File: config.mk
export PLATFORM = sky130hd
export DESIGN_NAME = dmem_arbiter
export DESIGN_NICKNAME = d
export VERILOG_FILES = /design/src/rtl/dmem_arb_pkg.sv /design/src/rtl/dmem_wait_counter.sv /design/src/rtl/dmem_arbiter.sv
export SDC_FILE = /design/constraint.sdc
export NUM_CORES = 1
export LEC_CHECK = 0
export ABC_AREA = 0
export BUFFER_PORTS_ARGS = -buffer_cell sky130_fd_sc_hd__clkbuf_2
export CAP_MARGIN = 20
export CORE_MARGIN = 2
export CORE_UTILIZATION = 42
export DETAILED_ROUTE_END_ITERATION = 8
export PLACE_DENSITY_LB_ADDON = 0.2
export SYNTH_ARGS = -nofsm -noshare
export SYNTH_HDL_FRONTEND = slang
export SYNTH_SLANG_ARGS = --single-unit
File: constraint.sdc
create_clock -name Clk -period 4.8 [get_ports Clk]
set_clock_uncertainty 0.1 [all_clocks]
set_input_delay 0.72 -clock Clk [delete_from_list [all_inputs] [get_ports Clk]]
set_output_delay 0.72 -clock Clk [all_outputs]
set_load 0.01 [all_outputs]
File: src/rtl/dmem_arb_pkg.sv
// dmem_arb_pkg: shared types and limits for the data-memory arbiter.
package dmem_arb_pkg;

  typedef enum logic [1:0] {
    IDLE   = 2'd0,
    ACCESS = 2'd1,
    DONE   = 2'd2
  } state_e;

  typedef enum logic {
    REQ_MEM = 1'b0,
    REQ_LD  = 1'b1
  } req_id_e;

  // Wait counter is 4 bits, so at most 15 strobe cycles per access.
  localparam int CNT_W    = 4;
  localparam int WAIT_MAX = 15;

endpackage

File: src/rtl/dmem_wait_counter.sv
// dmem_wait_counter: 4-bit down counter with load and zero flag; times
// how long the memory strobes stay asserted.
module dmem_wait_counter
  import dmem_arb_pkg::*;
(
  input  logic             clk,
  input  logic             rst,
  input  logic             load,
  input  logic [CNT_W-1:0] load_val,
  input  logic             dec,
  output logic             zero
);

  logic [CNT_W-1:0] cnt;

  // Load has priority; decrement only while nonzero.
  always_ff @(posedge clk or posedge rst) begin
    if (rst)                cnt <= '0;
    else if (load)          cnt <= load_val;
    else if (dec && !zero)  cnt <= cnt - 1'b1;
  end

  assign zero = (cnt == '0);

endmodule

File: src/rtl/dmem_arbiter.sv
// dmem_arbiter: shares a single-port data memory between the pipeline MEM
// stage and the loader/debug port. IDLE -> ACCESS (WAIT_CYCLES strobe
// cycles) -> DONE (one-cycle Ack). Optional macro DMEM_ARB_RR_EN switches
// arbitration from fixed MEM priority to round-robin.
module dmem_arbiter
  import dmem_arb_pkg::*;
#(
  parameter int WAIT_CYCLES = 1
) (
  input  logic        Clk,
  input  logic        Rst,
  input  logic        MEM_Req,
  input  logic        MEM_Write,
  input  logic [31:0] MEM_Addr,
  input  logic [31:0] MEM_WData,
  output logic [31:0] MEM_RData,
  output logic        MEM_Ack,
  output logic        MEM_Stall,
  input  logic        LD_Req,
  input  logic        LD_Write,
  input  logic [31:0] LD_Addr,
  input  logic [31:0] LD_WData,
  output logic [31:0] LD_RData,
  output logic        LD_Ack,
  output logic [31:0] DM_Address,
  output logic [31:0] DM_WriteData,
  output logic        DM_MemWrite,
  output logic        DM_MemRead,
  input  logic [31:0] DM_ReadData
);

  generate
    if (WAIT_CYCLES < 1 || WAIT_CYCLES > WAIT_MAX) begin : g_bad_wait
      $error("dmem_arbiter: WAIT_CYCLES must be in 1..15");
    end
  endgenerate

  localparam logic [CNT_W-1:0] WAIT_LOAD = CNT_W'(WAIT_CYCLES - 1);

  state_e   state;
  req_id_e  owner;
  req_id_e  win;
  logic     wr;
  logic     any_req;
  logic     cnt_zero;
  logic     sel_write;
  logic [31:0] sel_addr;
  logic [31:0] sel_wdata;

  assign any_req = MEM_Req | LD_Req;

`ifdef DMEM_ARB_RR_EN
  req_id_e last_grant;

  // On contention, grant whoever was not served last; a lone requester wins.
  always_comb begin
    win = MEM_Req ? REQ_MEM : REQ_LD;
    if (MEM_Req && LD_Req)
      win = (last_grant == REQ_MEM) ? REQ_LD : REQ_MEM;
  end

  // Remember the most recent grant; reset to LD so MEM wins first contention.
  always_ff @(posedge Clk or posedge Rst) begin
    if (Rst)                           last_grant <= REQ_LD;
    else if (state == IDLE && any_req) last_grant <= win;
  end
`else
  // Fixed priority: MEM always wins, LD may starve under continuous MEM traffic.
  always_comb begin
    win = MEM_Req ? REQ_MEM : REQ_LD;
  end
`endif

  // Mux the winner's fields for latching at grant.
  always_comb begin
    sel_write = (win == REQ_MEM) ? MEM_Write : LD_Write;
    sel_addr  = (win == REQ_MEM) ? MEM_Addr  : LD_Addr;
    sel_wdata = (win == REQ_MEM) ? MEM_WData : LD_WData;
  end

  dmem_wait_counter u_wait (
    .clk      (Clk),
    .rst      (Rst),
    .load     (state == IDLE && any_req),
    .load_val (WAIT_LOAD),
    .dec      (state == ACCESS),
    .zero     (cnt_zero)
  );

  // Access sequencer: latch at grant, strobe through ACCESS, ack in DONE.
  always_ff @(posedge Clk or posedge Rst) begin
    if (Rst) begin
      state        <= IDLE;
      owner        <= REQ_MEM;
      wr           <= 1'b0;
      DM_Address   <= '0;
      DM_WriteData <= '0;
      DM_MemWrite  <= 1'b0;
      DM_MemRead   <= 1'b0;
      MEM_Ack      <= 1'b0;
      LD_Ack       <= 1'b0;
      MEM_RData    <= '0;
      LD_RData     <= '0;
    end else begin
      MEM_Ack <= 1'b0;
      LD_Ack  <= 1'b0;
      case (state)
        IDLE: begin
          if (any_req) begin
            owner        <= win;
            wr           <= sel_write;
            DM_Address   <= sel_addr;
            DM_WriteData <= sel_wdata;
            DM_MemWrite  <= sel_write;
            DM_MemRead   <= ~sel_write;
            state        <= ACCESS;
          end
        end
        ACCESS: begin
          if (cnt_zero) begin
            DM_MemWrite <= 1'b0;
            DM_MemRead  <= 1'b0;
            if (!wr) begin
              if (owner == REQ_MEM) MEM_RData <= DM_ReadData;
              else                  LD_RData  <= DM_ReadData;
            end
            if (owner == REQ_MEM) MEM_Ack <= 1'b1;
            else                  LD_Ack  <= 1'b1;
            state <= DONE;
          end
        end
        DONE:    state <= IDLE;
        default: state <= IDLE;
      endcase
    end
  end

  assign MEM_Stall = MEM_Req & ~MEM_Ack;

endmodule

# After elaboration in Yosys (flattened, before gate mapping)
# Cells that the tools add are included.
[totals]
regBits = 140
latch_bits = 0
ramBits = 0
romBits = 0
inputBits = 166
out_inout_bits = 133
elab_cells = 54
memories = 0
[op_classes]
n_addsub = 1
multipliers = 0
n_div = 0
order_cmp = 0
eq_ne = 3
n_shift = 0
mux = 20
bitwise = 6
n_reduce_logical = 12
[ops]
columns = ["op", "count"]
rows = [
  ["2-to-1 mux 32 bit", 2],
  ["2-to-1 mux 1 bit", 11],
  ["2-to-1 mux 4 bit", 2],
  ["AND reduction 4 bit", 2],
  ["zero test 4 bit", 1],
  ["2-to-1 mux 2 bit", 2],
  ["!= test 2 bit, second input constant", 2],
  ["NOT 1 bit", 4],
  ["one-hot mux 1 bit (2 select lines)", 2],
  ["one-hot mux 2 bit (2 select lines)", 1],
  ["AND reduction 2 bit", 2],
  ["nonzero test 2 bit", 2],
  ["subtractor 4 x 1 -> 4 bit, second input constant", 1],
  ["AND reduction 3 bit", 1],
  ["== test 2 x 1 -> 1 bit, second input constant", 1],
  ["logical AND 1 bit", 2],
  ["zero test 2 bit", 1],
  ["bitwise AND 1 bit", 1],
  ["zero test 1 bit", 1],
  ["bitwise OR 1 bit", 1],
]

# Logic depth before layout (Yosys ltp)
# Gate-level depths: netlist of the first run.
[logic_depth]
word_depth = 5
depth_mapped = 7
depth_no_buf = 5

# By module
# From an unflattened synthesis of the first run, not the netlist that was laid out.
[hier_totals]
hier_cells = 401
hier_area_um2 = 6214.7
[by_module_without_submodules]
columns = ["mod", "n_inst", "cells_each", "area_per_inst_um2", "seq_area_each_um2"]
rows = [
  ["dmem_arbiter", 1, 373, 5953.2, 3403.3],
  ["dmem_wait_counter", 1, 28, 261.5, 100.1],
]

# Worst setup path after synthesis of the first run
# Ideal clock, no wire load.
[synth_path]
path_type = "in2out"
from = "in MEM_Req"
to = "out MEM_Stall"
arrival_ps = 1671
required_time_ps = 3980
slack_ps = 2309
stages = 4
cell_sequence = "clkbuf_1 > buf_2 > buf_2 > nor2b_1"
[synth_between]
elab_chain_cells = 1
[synth_lines]
columns = ["item", "line_no", "source"]
rows = [
  ["start: declaration", "dmem_arbiter.sv:12", "input logic MEM_Req,"],
  ["bitwise AND 1 bit", "dmem_arbiter.sv:138", "assign MEM_Stall = MEM_Req & ~MEM_Ack;"],
  ["end: declaration", "dmem_arbiter.sv:18", "output logic MEM_Stall,"],
]
# No other way between the ends.

# Worst setup path in the final report of the first run
[layout_path]
from = "reg u_wait.cnt[0]"
to = "reg MEM_RData[22]"
[layout_between]
elab_chain_cells = 2
[layout_lines]
columns = ["item", "line_no", "source"]
rows = [
  ["start: declaration", "dmem_wait_counter.sv:14", "logic [CNT_W-1:0] cnt;"],
  ["start signal: assignment", "dmem_wait_counter.sv:19", "else if (load) cnt <= load_val;"],
  ["start signal: assignment", "dmem_wait_counter.sv:20", "else if (dec && !zero) cnt <= cnt - 1'b1;"],
  ["zero test 4 bit", "dmem_wait_counter.sv:23", "assign zero = (cnt == '0);"],
  ["AND reduction 4 bit (no line)", "-", ""],
  ["end signal: assignment", "dmem_arbiter.sv:124", "if (owner == REQ_MEM) MEM_RData <= DM_ReadData;"],
  ["end: declaration", "dmem_arbiter.sv:16", "output logic [31:0] MEM_RData,"],
]
# No other way between the ends.
# A chain may end at the register's enable or synchronous reset.

==> impl_metrics.prom, run 1 <==
# TYPE chip_impl_metric gauge
chip_impl_info{name="outcome",value="completed"} 1
chip_impl_info{name="whs_endpoint",value="LD_RData[15]$_DFFE_PP0P_"} 1
chip_impl_metric{name="power.leakage",unit="nW"} 4.29
chip_impl_metric{name="setup_slack",unit="ps"} 2240
chip_impl_metric{name="grt-ovfl-total",unit=""} 0
chip_impl_metric{name="number_of_remaining_drc_errors",unit=""} 0
chip_impl_metric{name="antenna_left",unit=""} 0
chip_impl_metric{name="ratio_of_cells_with_drive_above_1_in_the_final_layout",unit="%"} 51.7
chip_impl_info{name="setup.worst_path.start_class",value="flip-flop"} 1
chip_impl_metric{name="routed_wire_length_per_instance",unit="µm"} 16.2
chip_impl_info{name="end_kind",value="flip-flop"} 1
chip_impl_metric{name="synthCells",unit=""} 480
chip_impl_metric{name="detailed_place_hpwl",unit="mm"} 11.2
chip_impl_metric{name="design.final.nets",unit=""} 934
chip_impl_metric{name="via_per_inst",unit=""} 5.07
chip_impl_metric{name="maxClockFrequency",unit="MHz"} 391
chip_impl_info{name="cts_tree",value="yes"} 1
chip_impl_info{name="clockRootBuffer",value="sky130_fd_sc_hd__clkbuf_16"} 1
chip_impl_metric{name="global_route_wire_length_before_repair",unit="mm"} 25.1
chip_impl_metric{name="num_rows",unit=""} 44
chip_impl_metric{name="synth-warning-count",unit=""} 0
chip_impl_metric{name="worstPathMaxFanout",unit=""} 32
chip_impl_metric{name="hold_buffers_post_cts",unit=""} 0
chip_impl_metric{name="preCtsSetupSlack",unit="ps"} 2120
chip_impl_metric{name="slew_viol_final",unit=""} 0
chip_impl_metric{name="grt_use_met2",unit="%"} 33.7
chip_impl_info{name="layout.cells.most_common",value="sky130_fd_sc_hd__clkbuf_2"} 1
chip_impl_info{name="slowest_stage",value="sky130_fd_sc_hd__or4_4"} 1
chip_impl_metric{name="place.port_buffers",unit=""} 298
chip_impl_metric{name="tritoncts_num_sinks",unit=""} 140
chip_impl_metric{name="mappedNetlistArea",unit="µm²"} 6100
chip_impl_metric{name="synthesized_net_count",unit=""} 648
chip_impl_metric{name="final_weighted_congestion_in_routability_driven_placement",unit=""} 0.768
chip_impl_metric{name="tightest_slew",unit="ps"} 1090
chip_impl_info{name="layout_common_cells",value="sky130_fd_sc_hd__clkbuf_2, sky130_fd_sc_hd__dfrtp_1, sky130_fd_sc_hd__o21ai_0"} 1
chip_impl_info{name="regToRegEndpoint",value="MEM_RData[22]$_DFFE_PP0P_"} 1
chip_impl_metric{name="synth-seq-cells",unit=""} 140
chip_impl_metric{name="insertedDiodeCount",unit=""} 0
chip_impl_metric{name="core_region_area",unit="µm²"} 14400
chip_impl_metric{name="fp.dieH",unit="µm"} 125
chip_impl_metric{name="h-tree-depth",unit=""} 4
chip_impl_metric{name="routed-via-count",unit=""} 4880
chip_impl_metric{name="irDropWorstVdd",unit="mV"} 0.296
chip_impl_metric{name="grtUsageMet3",unit="%"} 7.13
chip_impl_metric{name="detail_route.iter0.violations",unit=""} 224
chip_impl_metric{name="chip_width",unit="µm"} 125
chip_impl_info{name="cpLargestDelayFamily",value="simple AND/OR/NAND/NOR gates"} 1
chip_impl_metric{name="crit_arrival",unit="ps"} 2760
chip_impl_metric{name="clockBufferDepth",unit=""} 2
chip_impl_info{name="worstSetupPathType",value="flip-flop to flip-flop"} 1
chip_impl_metric{name="grtUsageTotal",unit="%"} 20.3
chip_impl_metric{name="setup_violations",unit=""} 0
chip_impl_metric{name="synth-edff-count",unit=""} 0
chip_impl_metric{name="design.portCount",unit=""} 299
chip_impl_metric{name="totalNegativeSetupSlack",unit="ps"} 0
chip_impl_metric{name="power_density",unit="nW/µm²"} 651
chip_impl_metric{name="antenna_found_initial",unit=""} 0
chip_impl_info{name="worstReg2RegStart",value="u_wait.cnt[0]$_DFFE_PP0P_"} 1
chip_impl_metric{name="critical_path_buf_inv_count",unit=""} 1
chip_impl_info{name="crit_path_cell_trace",value="inv_1, ha_1, or3b_4, or4_4, mux2_4"} 1
chip_impl_metric{name="first_global_vias",unit=""} 4895
chip_impl_info{name="ys_top_cells_by_area",value="sky130_fd_sc_hd__dfrtp_1, sky130_fd_sc_hd__o21ai_0, sky130_fd_sc_hd__mux2i_1, sky130_fd_sc_hd__mux2_4, sky130_fd_sc_hd__mux2_2"} 1
chip_impl_metric{name="post_synthesis_mean_instance_area",unit="µm²"} 12.7
chip_impl_metric{name="ys_seq_area_share",unit="%"} 57.4
chip_impl_metric{name="rrSetupSlack",unit="ps"} 2240
chip_impl_metric{name="worst_setup_hold_path_clk_slew",unit="ps"} 60
chip_impl_metric{name="synth_top_cell_area_share",unit="%"} 57.4
chip_impl_info{name="synth-main-ff-cell",value="sky130_fd_sc_hd__dfrtp_1"} 1
chip_impl_metric{name="peak_per_stage_delay_on_the_critical_path",unit="ps"} 800
chip_impl_metric{name="synth.lib_cells_used.distinct",unit=""} 29
chip_impl_info{name="holdCritStartpoint",value="LD_RData[15]$_DFFE_PP0P_"} 1
chip_impl_metric{name="placedCellCount",unit=""} 931
chip_impl_metric{name="post_cts.repair.setup_buffers",unit=""} 0
chip_impl_metric{name="final_core_utilization",unit="%"} 57.4
chip_impl_metric{name="grt_start_max_net_pins",unit=""} 106
chip_impl_metric{name="groute.layer.met1.usage",unit="%"} 23.9
chip_impl_metric{name="finalWorstPathRequiredPeriod",unit="ps"} 2560
chip_impl_metric{name="timing_hold_violations_final",unit=""} 0
chip_impl_metric{name="initial_utilization",unit="%"} 42.5
chip_impl_metric{name="slew-limit-headroom",unit="%"} 27.6
chip_impl_metric{name="finish.cell_count_without_fillers",unit=""} 963
chip_impl_metric{name="drv_cap",unit=""} 0
chip_impl_metric{name="post_cts_resized",unit=""} 0
chip_impl_info{name="synth_largest_area_cell",value="sky130_fd_sc_hd__dfrtp_1"} 1
chip_impl_info{name="worst_hold_path_type",value="flip-flop to flip-flop"} 1
chip_impl_metric{name="syn2layout_area_growth",unit="%"} 35.1
chip_impl_metric{name="cp_data_required_time",unit="ps"} 5010
chip_impl_metric{name="cts_made_buffers",unit=""} 17
chip_impl_info{name="grt.busiest_layer",value="met2"} 1
chip_impl_info{name="grt_setup_unrepaired",value="false"} 1
chip_impl_metric{name="fp.dieArea",unit="µm²"} 15500
chip_impl_metric{name="synth-async-reset-ratio",unit="%"} 100
chip_impl_metric{name="totalWireLength",unit="mm"} 15.6
chip_impl_metric{name="finalCritPeriodShare",unit="%"} 53.3
chip_impl_metric{name="dr.pass1.iters",unit=""} 4
chip_impl_metric{name="finalHoldWorstSlack",unit="ps"} 404
chip_impl_metric{name="clk_latency",unit="ps"} 420
chip_impl_metric{name="timing.hold.worst_path_depth",unit=""} 1
chip_impl_metric{name="reg2regPathDepth",unit=""} 5
where the power goes:
part | leakage, nW | switching, mW | internal [mW]
registers | 1.69 | 0.325 | 1.77
clock network | 0.252 | 0.508 | 0.712
logic | 2.35 | 1.09 | 0.968
total | 4.29 | 1.92 | 3.45
layer usage:
layer	wire length [µm]	share of wire [%]
met5	0	0
met4	403	2.6
met3	1240	8.0
met2	7630	49
met1	6290	40
flip-flops by register name, summed over array words and instances, names as in the netlist:
| name | flops |
|---|---|
| owner | 1 |
| LD_Ack | 1 |
| DM_Address | 32 |
| wr | 1 |
| u_wait.cnt | 4 |
| state | 2 |
| DM_MemRead | 1 |
| DM_MemWrite | 1 |
| MEM_Ack | 1 |
| DM_WriteData | 32 |
| MEM_RData | 32 |
| LD_RData | 32 |
per-stage QoR:
stage,power [mW],instance area [µm²]
floorplan,3.30,6100
global placement,4.11,7690
detailed placement,4.20,7690
CTS,5.43,8240
global route,5.73,8240
finish,5.37,8240
how the worst max path moves through the flow:
stage | startpoint | end | slack, ps | depth (start not counted)
after floorplan | Rst | DM_Address[0]$_DFFE_PP0P_ | 230 | 1
after global placement | MEM_Req | DM_Address[18]$_DFFE_PP0P_ | 2190 | 4
after detailed placement | MEM_Req | DM_Address[30]$_DFFE_PP0P_ | 2120 | 4
after CTS | u_wait.cnt[0]$_DFFE_PP0P_ | MEM_RData[7]$_DFFE_PP0P_ | 2240 | 5
after global routing | u_wait.cnt[0]$_DFFE_PP0P_ | MEM_RData[28]$_DFFE_PP0P_ | 2170 | 5
final | u_wait.cnt[0]$_DFFE_PP0P_ | MEM_RData[22]$_DFFE_PP0P_ | 2240 | 5
synth_stat cells, types with 2 or more instances:
cell and n:
sky130_fd_sc_hd__dfrtp_1 140, sky130_fd_sc_hd__o21ai_0 136, sky130_fd_sc_hd__mux2i_1 66, sky130_fd_sc_hd__mux2_2 34, sky130_fd_sc_hd__mux2_4 30, sky130_fd_sc_hd__clkbuf_1 28
sky130_fd_sc_hd__inv_1 5, sky130_fd_sc_hd__nor2_1 5, sky130_fd_sc_hd__a21oi_1 4, sky130_fd_sc_hd__buf_12 3, sky130_fd_sc_hd__buf_2 3, sky130_fd_sc_hd__nand3_1 3
sky130_fd_sc_hd__nor2b_1 3, sky130_fd_sc_hd__nor3_1 3, sky130_fd_sc_hd__and3_1 2, sky130_fd_sc_hd__ha_1 2
cells by family (layout without fill, tap and decap cells):
logic type | count (synthesis) | count (layout) | synth area share [%]
and+or+nand+nor | 24 | 24 | 2.30
muxes | 130 | 130 | 24.5
AOI/OAI and AO/OA | 143 | 143 | 11.9
DFF | 140 | 140 | 57.4
adders and majority gates | 2 | 2 | 0.410
buffers and inverters | 41 | 340 | 3.51
layout make-up:
cell class	count	area, µm²
inverter	5	23.8
timing repair buffer	303	1530
fill	1228	6130
tap	184	230
sequential	140	3500
multi-input combinational	299	2400
clock inverter	13	120
clock buffer	19	433
(Power assumes the default switching activity.)
==> run 2, diff against run 1 <==
Clock period 4.8 ns to 2.3 ns, I/O delays scaled along.
==> run 2 against run 1 <==
  * The flow now finishes with violations (negative setup slack)
  * Wire length is 4.7% higher
  * Critical path type unchanged
  * Largest power group is now combinational cells
  * First-iteration DRC count down 15%
  * Combinational power grew 120%
  * Sequential share of layout area is 1.5 points lower
  * Flip-flop and latch count unchanged
  * Via count rose by 2.7%
  * Power rose by 120%
  * Critical endpoint is now MEM_RData[5]$_DFFE_PP0P_
==> impl_metrics.prom, run 2 (synthesis gave the netlist of run 1 again) <==
# TYPE chip_impl_metric gauge
chip_impl_info{name="outcome",value="finished with violations"} 1
chip_impl_info{name="violations_in_the_final_reports",value="negative setup slack"} 1
chip_impl_metric{name="h-tree-depth",unit=""} 4
chip_impl_info{name="clockRootBuffer",value="sky130_fd_sc_hd__clkbuf_16"} 1
chip_impl_metric{name="dr.pass1.iters",unit=""} 4
chip_impl_metric{name="cts_made_buffers",unit=""} 17
chip_impl_metric{name="nFillCells",unit=""} 1211
chip_impl_info{name="end_kind",value="flip-flop"} 1
chip_impl_metric{name="finalWorstPathRequiredPeriod",unit="ps"} 2340
chip_impl_metric{name="initial_utilization",unit="%"} 42.5
chip_impl_info{name="crit_path_cell_trace",value="inv_2, ha_4, or3b_4, or4_4, clkbuf_16, mux2_4"} 1
chip_impl_metric{name="preCtsSetupSlack",unit="ps"} -13.0
chip_impl_metric{name="chip_width",unit="µm"} 125
chip_impl_metric{name="clockBufferDepth",unit=""} 2
chip_impl_metric{name="antenna_found_initial",unit=""} 0
chip_impl_metric{name="routed_wire_length_per_instance",unit="µm"} 16.6
chip_impl_metric{name="power_density",unit="nW/µm²"} 1370
chip_impl_metric{name="slew_viol_final",unit=""} 0
chip_impl_info{name="grt_setup_unrepaired",value="true"} 1
chip_impl_metric{name="first_global_vias",unit=""} 5092
chip_impl_metric{name="setup_violations",unit=""} 30
chip_impl_metric{name="critical_path_buf_inv_count",unit=""} 2
chip_impl_metric{name="worstPathMaxFanout",unit=""} 8
chip_impl_metric{name="peak_per_stage_delay_on_the_critical_path",unit="ps"} 580
chip_impl_metric{name="totalWireLength",unit="mm"} 16.3
chip_impl_metric{name="detail_route.iter0.violations",unit=""} 191
chip_impl_metric{name="setup_slack",unit="ps"} -37.5
chip_impl_metric{name="multiInputGateArea",unit="µm²"} 2410
chip_impl_metric{name="final_weighted_congestion_in_routability_driven_placement",unit=""} 0.780
chip_impl_metric{name="drv_cap",unit=""} 0
chip_impl_metric{name="design.portCount",unit=""} 299
chip_impl_metric{name="core_region_area",unit="µm²"} 14400
chip_impl_metric{name="grt_start_max_net_pins",unit=""} 81
chip_impl_metric{name="power.leakage",unit="nW"} 4.46
chip_impl_info{name="slowest_stage",value="sky130_fd_sc_hd__or4_4"} 1
chip_impl_metric{name="antenna_left",unit=""} 0
chip_impl_metric{name="detailed_place_hpwl",unit="mm"} 11.7
chip_impl_metric{name="maxClockFrequency",unit="MHz"} 428
chip_impl_metric{name="tightest_slew",unit="ps"} 445
chip_impl_metric{name="design.final.nets",unit=""} 952
chip_impl_metric{name="cp_data_required_time",unit="ps"} 2490
chip_impl_metric{name="crit_arrival",unit="ps"} 2530
chip_impl_metric{name="number_of_remaining_drc_errors",unit=""} 0
chip_impl_metric{name="grtUsageTotal",unit="%"} 20.7
chip_impl_metric{name="ratio_of_cells_with_drive_above_1_in_the_final_layout",unit="%"} 53.0
chip_impl_metric{name="via_per_inst",unit=""} 5.12
chip_impl_info{name="layout_common_cells",value="sky130_fd_sc_hd__clkbuf_2, sky130_fd_sc_hd__dfrtp_1, sky130_fd_sc_hd__o21ai_0"} 1
chip_impl_metric{name="fp.dieArea",unit="µm²"} 15500
chip_impl_metric{name="slew-limit-headroom",unit="%"} 70.3
chip_impl_metric{name="finalCritPeriodShare",unit="%"} 102
chip_impl_info{name="setup.worst_path.start_class",value="flip-flop"} 1
chip_impl_metric{name="syn2layout_area_growth",unit="%"} 40.1
chip_impl_info{name="worstSetupPathType",value="flip-flop to flip-flop"} 1
chip_impl_info{name="cpLargestDelayFamily",value="simple AND/OR/NAND/NOR gates"} 1
chip_impl_metric{name="num_rows",unit=""} 44
chip_impl_info{name="worst_hold_path_type",value="primary input to flip-flop"} 1
chip_impl_metric{name="fp.dieH",unit="µm"} 125
chip_impl_metric{name="global_route_wire_length_before_repair",unit="mm"} 25.9
chip_impl_metric{name="tritoncts_num_sinks",unit=""} 140
chip_impl_metric{name="grt-ovfl-total",unit=""} 0
chip_impl_metric{name="worst_setup_hold_path_clk_slew",unit="ps"} 50
chip_impl_metric{name="regArea",unit="µm²"} 3500
chip_impl_metric{name="irDropWorstVdd",unit="mV"} 0.490
chip_impl_info{name="cts_tree",value="yes"} 1
chip_impl_metric{name="insertedDiodeCount",unit=""} 0
chip_impl_metric{name="clk_latency",unit="ps"} 410
chip_impl_metric{name="finalHoldWorstSlack",unit="ps"} 82.1
chip_impl_metric{name="routed-via-count",unit=""} 5013
chip_impl_metric{name="timing_hold_violations_final",unit=""} 0
chip_impl_metric{name="place.port_buffers",unit=""} 298
chip_impl_info{name="layout.cells.most_common",value="sky130_fd_sc_hd__clkbuf_2"} 1
==> run 2: cell types whose count changed in the layout (fill, tap and decap cells not counted), moves of 2 or more <==
| cell | before | now |
|---|---|---|
| sky130_fd_sc_hd__buf_4 | 6 | 15 |
| sky130_fd_sc_hd__buf_12 | 0 | 4 |
| sky130_fd_sc_hd__clkbuf_8 | 0 | 4 |
| sky130_fd_sc_hd__clkinvlp_4 | 6 | 2 |
| sky130_fd_sc_hd__clkinv_4 | 3 | 0 |
| sky130_fd_sc_hd__bufinv_16 | 1 | 3 |
| sky130_fd_sc_hd__clkbuf_16 | 17 | 19 |
| sky130_fd_sc_hd__inv_1 | 4 | 2 |
| sky130_fd_sc_hd__inv_2 | 0 | 2 |
| sky130_fd_sc_hd__inv_6 | 2 | 0 |
==> run 2: routing by layer <==
layer	routed length, µm	vias to the layer above	global-route usage [%]
li1	-	2336	-
met1	6530	2432	25.4
met2	8240	225	35.2
met3	1280	20	6.23
met4	245	0	6.61
met5	0	-	0
==> run 2: path summary, 6_finish.rpt <==
| path | startpoint | end | slack, ps | cells after the start |
|---|---|---|---|---|
| worst min register to register | LD_RData[27]$_DFFE_PP0P_ | LD_RData[27]$_DFFE_PP0P_ | 400 | 1 |
| max in group asynchronous | Rst | DM_WriteData[7]$_DFFE_PP0P_ | 1230 | 4 |
| worst max register to register | u_wait.cnt[0]$_DFFE_PP0P_ | MEM_RData[5]$_DFFE_PP0P_ | -40 | 6 |
| worst min-delay path | DM_ReadData[24] | MEM_RData[24]$_DFFE_PP0P_ | 80 | 2 |
| worst max-delay path | u_wait.cnt[0]$_DFFE_PP0P_ | MEM_RData[5]$_DFFE_PP0P_ | -40 | 6 |
| min in group asynchronous | Rst | LD_RData[0]$_DFFE_PP0P_ | 500 | 4 |
==> run 2: layout make-up <==
class	instances	share of cell area [%]
clock buffers	23	5.71
clock inverters	7	1.32
inverters	5	0.263
multi-input cells	299	28.2
flip-flops and latches	140	41.0
well taps	184	2.69
repair buffers	321	20.8
==> run 2: stage by stage <==
step / TNS [ps] / utilization [%] / total power, mW / std cells / area, µm²
global route: -2090 / 59.5 / 12.4 / 979 / 8550
floorplan: 0 / - / 6.89 / 480 / 6110
detailed placement: -53.8 / 54.6 / 8.89 / 943 / 7840
CTS: -360 / 58.8 / 11.7 / 974 / 8450
global placement: 0 / 54.6 / 8.69 / 943 / 7840
finish: -698 / 59.5 / 11.7 / 979 / 8550
==> run 2: repair_timing <==
item | CTS | global route
buffers inserted | 0 | 2
hold buffers | 1 | 0
cloned | 0 | 3
endpoints found under the hold margin | 65 | 0
endpoints found under the setup margin | 30 | 32
gates resized for setup | 0 | 3
==> run 2: where the power goes <==
part,internal (mW),switching (mW)
Sequential,3.69,0.678
Combinational,2.19,2.34
Clock,1.80,0.984
Total,7.69,4.00
